===== src/rtl/hex_bcd_pkg.sv =====
// Shared constants and elaboration helpers for the hex/BCD counter slice.
`timescale 1ns/1ps
package hex_bcd_pkg;

  // Default binary counter width and number of packed BCD digits.
  localparam int DEFAULT_HEX_W      = 4;
  localparam int DEFAULT_BCD_DIGITS = 2;

  // Every BCD digit is one nibble.
  localparam int BCD_DIGIT_W = 4;

  // Returns 10^n. Used only for constant elaboration checks.
  function automatic longint unsigned pow10(input int n);
    longint unsigned acc;
    acc = 64'd1;
    for (int i = 0; i < n; i++) begin
      acc = acc * 64'd10;
    end
    return acc;
  endfunction

  // True when BCD_DIGITS decimal digits can hold every HEX_W-bit value.
  function automatic bit bcd_fits(input int hex_w, input int digits);
    longint unsigned max_bin;
    max_bin = (64'd1 << hex_w) - 64'd1;
    return (pow10(digits) - 64'd1) >= max_bin;
  endfunction

endpackage


===== src/rtl/hex_bcd_counter_bin_to_bcd.sv =====
// Generic binary to packed-BCD converter using shift-and-add-3.
// Purely combinational; unused upper digits come out as zero naturally.
`timescale 1ns/1ps
module bin_to_bcd
  import hex_bcd_pkg::*;
#(
  parameter int HEX_W      = DEFAULT_HEX_W,
  parameter int BCD_DIGITS = DEFAULT_BCD_DIGITS
) (
  input  logic [HEX_W-1:0]                  bin,
  output logic [BCD_DIGIT_W*BCD_DIGITS-1:0] bcd
);

  localparam int BCD_W  = BCD_DIGIT_W * BCD_DIGITS;
  localparam int WORK_W = BCD_W + HEX_W;

  // Refuse to build a converter whose BCD field cannot hold the largest input.
  if (!bcd_fits(HEX_W, BCD_DIGITS)) begin : g_width_check
    $error("bin_to_bcd: BCD_DIGITS too small for HEX_W");
  end

  logic [WORK_W-1:0] work;

  // Double-dabble: before each shift, bump any digit >= 5 by 3 so the shift carries into the next decade.
  always_comb begin
    work = '0;
    work[HEX_W-1:0] = bin;
    for (int i = 0; i < HEX_W; i++) begin
      for (int d = 0; d < BCD_DIGITS; d++) begin
        if (work[HEX_W + BCD_DIGIT_W*d +: BCD_DIGIT_W] > BCD_DIGIT_W'(4)) begin
          work[HEX_W + BCD_DIGIT_W*d +: BCD_DIGIT_W] =
            work[HEX_W + BCD_DIGIT_W*d +: BCD_DIGIT_W] + BCD_DIGIT_W'(3);
        end
      end
      work = work << 1;
    end
    bcd = work[HEX_W +: BCD_W];
  end

endmodule


===== src/rtl/hex_bcd_counter.sv =====
// Free-running binary counter with a zero-latency packed-BCD view of the count.
// The count register is the only state; the BCD value is derived combinationally.
`timescale 1ns/1ps
module hex_bcd_counter
  import hex_bcd_pkg::*;
#(
  parameter int HEX_W      = DEFAULT_HEX_W,
  parameter int BCD_DIGITS = DEFAULT_BCD_DIGITS
) (
  input  logic                              clk,
  input  logic                              rst,
  output logic [HEX_W-1:0]                  hex,
  output logic [BCD_DIGIT_W*BCD_DIGITS-1:0] bcd
);

  logic [HEX_W-1:0] count_d;
  logic [HEX_W-1:0] count_q;

  // Next count: always one more, wrapping naturally at 2^HEX_W.
  always_comb begin
    count_d = count_q + HEX_W'(1);
  end

  // Count register; reset clears it immediately and wins over the increment.
  always_ff @(posedge clk or posedge rst) begin
    if (rst) begin
      count_q <= '0;
    end else begin
      count_q <= count_d;
    end
  end

  assign hex = count_q;

  bin_to_bcd #(
    .HEX_W      (HEX_W),
    .BCD_DIGITS (BCD_DIGITS)
  ) u_bin_to_bcd (
    .bin (count_q),
    .bcd (bcd)
  );

endmodule


===== config.mk =====
export PLATFORM = sky130hd
export DESIGN_NAME = hex_bcd_counter
export DESIGN_NICKNAME = d
export VERILOG_FILES = /design/src/rtl/hex_bcd_pkg.sv /design/src/rtl/hex_bcd_counter_bin_to_bcd.sv /design/src/rtl/hex_bcd_counter.sv
export SDC_FILE = /design/constraint.sdc
export NUM_CORES = 1
export LEC_CHECK = 0
export CAP_MARGIN = 20
export CORE_AREA = 3 3 40 42
export CTS_BUF_LIST = sky130_fd_sc_hd__clkbuf_4 sky130_fd_sc_hd__clkbuf_8 sky130_fd_sc_hd__clkbuf_16
export DETAILED_ROUTE_END_ITERATION = 8
export DIE_AREA = 0 0 43 45
export PLACE_DENSITY_LB_ADDON = 0.12
export SYNTH_ARGS = -nofsm -noshare
export SYNTH_HDL_FRONTEND = slang
export SYNTH_SLANG_ARGS = --single-unit

===== constraint.sdc =====
create_clock -name clk -period 1.8 [get_ports clk]
set_input_delay 0.36 -clock clk [delete_from_list [all_inputs] [get_ports clk]]
set_output_delay 0.36 -clock clk [all_outputs]
set_load 0.05 [all_outputs]

; ---- After elaboration in Yosys (flattened, before gate mapping)
; Cells that the tools add are included.
[classes]
add_sub_neg = 6
order_cmp = 5
mux = 5
[op_table]
columns = cell, count
row1 = $gt A4 B3 Y1 const B, 3
row2 = $mux W3, 3
row3 = $add A4 B2 Y4 const B, 2
row4 = $mux W4, 2
row5 = $add A4 B1 Y4 const B, 1
row6 = $add A1 B2 Y3 const AB, 1
row7 = $add A1 B2 Y3 const B, 1
row8 = $add A3 B2 Y3 const B, 1
row9 = $gt A1 B3 Y1 const AB, 1
row10 = $gt A1 B3 Y1 const B, 1
[word_totals]
reg_bits = 4
inputBits = 2
output_inout_bits = 12

; ---- Depth between registers and ports, before layout
[logic_depth]
depth_word = 6
ltp_mapped = 6
ltp_nobuf = 6

; ---- Hierarchy
; A second synthesis with hierarchy kept.
[unflattened]
hier_cells = 26
area_unflattened_um2 = 274.0
[by_module_without_submodules]
columns = mod, instances, cells_each, area_per_inst_um2, seq_area_each_um2
row1 = hex_bcd_counter, 1, 10, 147.6, 100.1
row2 = bin_to_bcd, 1, 16, 126.4, 0.0

; ---- Least setup slack after synthesis
; Ideal clock, no wire load.
[synth_path]
kind = flip-flop to output port
from = register count_q[1], in the netlist hex[1]
to = output bcd[2]
t_arrival_ns = 2.089
required_ns = 1.440
slack_ns = -0.649
path_stages_with_launch = 7
cell_sequence = dfrtp_1 > inv_1 > ha_1 > inv_1 > ha_1 > nor2_1 > a21oi_1
[synth_via]
elab_chain_cells = 2
[synth_rtl]
columns = element, line_no
row1 = start: declaration, hex_bcd_counter.sv:17  ; logic [HEX_W-1:0] count_q;
row2 = start signal: assignment, hex_bcd_counter.sv:29  ; count_q <= count_d;
row3 = $add A4 B2 Y4 or $gt A4 B3 Y1 (tied branches), "hex_bcd_counter_bin_to_bcd.sv:32, hex_bcd_counter_bin_to_bcd.sv:30"
row4 = $mux W4 (*), hex_bcd_counter_bin_to_bcd.sv:30  ; if (work[HEX_W + BCD_DIGIT_W*d +: BCD_DIGIT_W] > BCD_DIGIT_W'(4)) begin
row5 = end: declaration, hex_bcd_counter.sv:13  ; output logic [BCD_DIGIT_W*BCD_DIGITS-1:0] bcd
; Every way passes the cells marked *; elsewhere a longest branch is shown, timed or not.

; ---- Worst setup path after layout
[layout_path]
from = register count_q[1], in the netlist hex[1]
to = output bcd[1]
; Same word-level chain as after synthesis.

==> impl_metrics.toml <==
[logic_synthesis]
yosysTopAreaCell = "dfrtp_1"
synth.yosys.seq_area_share = 0.359
syn_area_um2 = 279
ys_ff_latch = 4
synth_warnings = 0
synth_edf_count = 0
synth_top_area_share = 0.359
ys_top_cells_by_area = "dfrtp_1 36%, ha_1 27%, buf_4 11%, xor2_1 6.3%, inv_1 5.4%"
ys_async_sr_fraction = 1.00
syn_inst = 28
yosysMostFrequentCell = "ha_1"
synth_ff_type = "dfrtp_1"
synth_common_cells = "6 x ha_1, 4 x buf_4, 4 x dfrtp_1, 4 x inv_1"
avgSynthCellArea_um2 = 9.96
synth.distinct_cells = 12

[clocking]
root_buffer = "clkbuf_4"
clock_latency_ns = 0.23
cts_tree = "yes"
cts.reportedPaths.clkPinSlew_ns = 0.04
clk_path_buf_depth = 2
cts_sinks = 4
cts_hold_buf = 0
h-tree-depth = 1
cts_inserted_buffers = 3

[placement]
dpl_cell_area_um2 = 500
gp_congestion = 0.662
numPortBuffers = 10
dpl.cell_count = 52
dp_slack_ns = 0.155

[worst_setup_path]
critPathBufInv = 3
critPathMaxFanout = 2
crit_chain = "inv_4 > ha_4 > inv_4 > ha_4 > xor2_4 > buf_12"
worst-path-stages = 6
crit_arrival_ns = 1.43
cp_top_family = "flip-flops"
cp-start-kind = "flop"
end_kind = "output pin"
worstRegToRegCells = 4
cp.required_ns = 1.44
crit_type = "reg2out"
slowest_stage = "dfrtp_4"
slowest_delay_ns = 0.48

[power]
p_leak_nw = 0.277
clockPowerShare = 0.500
swShare = 0.227
power_mw = 0.216
peakVddDrop_v = 0.000413
intPower_mw = 0.167
powerDensity_mw_per_mm2 = 377
share_seq_of_total_power = 0.419
p_sw_mw = 0.0489
power_frac_comb = 0.081

[drt]
route.detailed.drc = 0
ant_nets = 0
routed_via_density = 3.71
initialDrtViolationCount = 0
vias = 215
wirelength_um = 569
drt_pre_antenna_iters = 1
routedWlPerCell_um = 9.81

[die]
die_w_um = 43
start_util = 0.217
die_h_um = 45
coreArea_mm2 = 0.00128
ios = 14
rows = 13
design.die.area_mm2 = 0.00194

[min_path]
hold_path_class = "in2async"

[layout]
fillCellCount = 117
nets = 53
finalNonFillerCells = 58
diodes = 0
drive_gt1_frac = 0.698
largest_reg_flops = 4
stdcell_area_um2 = 572
area_growth_pct = 105
utilization = 0.445

[grt]
grt_max_degree = 7
grt-ovfl-total = 0
antenna_found_initial = 0
grtUsageTotal = 0.0720
grt_pass1_wl_um = 966
grt_pass1_vias = 230

[timing]
hold_viol_final = 0
slew_violations = 0
setup-violations-final = 0
timing.fmax_ghz = 0.559
setup_tns_ns = 0
skew_ns = 0.00166
period_share = 0.995
rsz0062_at_grt = "true"
whs_ns = 0.309
fin_ws_ns = 0.00978
layout_min_cycle_time_ns = 1.79

[run_status]
status = "finished, final reports clean"

[job]
cap_violations = 0
-- layout by cell type (no fill, tap or decap) --
master and n:
clkdlybuf4s50_1 1, xnor2_1 1, dfrtp_4 1, dfrtp_1 1, clkbuf_4 3, buf_12 5, dfrtp_2 2, ha_1 3
conb_1 3, inv_1 2, inv_4 3, xor2_4 1, a21oi_4 2, buf_4 8, ha_4 3, xor2_1 1
nor2_4 1, nand2_1 1, nand2_4 1
-- area by class of cell --
class / count / area [um2] / area share
sequential: 4 / 106 / 0.186
tap: 15 / 18.8 / 0.0328
multi-input combinational: 17 / 228 / 0.398
clock buffer: 3 / 22.5 / 0.0394
inverter: 5 / 26.3 / 0.0460
timing repair buffer: 14 / 170 / 0.298
-- final timing paths --
check                           slack [ns]  endpoint  startpoint
max in group asynchronous             1.32    hex[1]         rst
worst max-delay path                  0.01    bcd[1]      hex[1]
worst min-delay path                  0.31    hex[2]         rst
worst max register to register        0.69    hex[3]      hex[1]
worst min register to register        0.51    hex[0]      hex[0]
min in group clk                      0.51    hex[0]      hex[0]
-- power by group through the flow --
stage | Combinational, mW | Clock, mW | Sequential, mW
global placement | 0.0173 | 0 | 0.0916
CTS | 0.0175 | 0.114 | 0.0904
global route | 0.0185 | 0.124 | 0.0903
finish | 0.0175 | 0.108 | 0.0904
floorplan | 0.0201 | 0 | 0.0916
detailed placement | 0.0175 | 0 | 0.0916
-- worst reg2reg max path, stage by stage (launching register included) --
cell	delay, ns
dfrtp_4	0.48
buf_4	0.17
ha_1	0.20
nand2_1	0.07
xnor2_1	0.11
-- routing by layer --
| metal | up-vias | wire (um) | GRT usage |
|---|---|---|---|
| li1 | 107 | - | - |
| met1 | 100 | 194 | 0.0636 |
| met2 | 8 | 334 | 0.123 |
| met3 | 0 | 40 | 0.0398 |
| met4 | 0 | 0 | 0.0542 |
| met5 | - | 0 | 0 |
-- timing repair --
item	CTS	global route
buffers inserted	3	0
pin swaps	0	0
resized for setup	6	0
gates cloned	0	0
setup endpoints to repair	3	3
-- logic make-up (layout without fill, tap and decap cells) --
group	after synthesis	after routing	synth area share
adder cells (fa/ha/maj)	6	6	0.269
AO/OA/AOI/OAI	2	2	0.0493
other	1	3	0.0134
XOR/XNOR	3	3	0.0942
AND/OR/NAND/NOR	3	3	0.0404
flip-flops	4	4	0.359
buffers and inverters	9	22	0.175
Power figures use the tool's default switching activity.
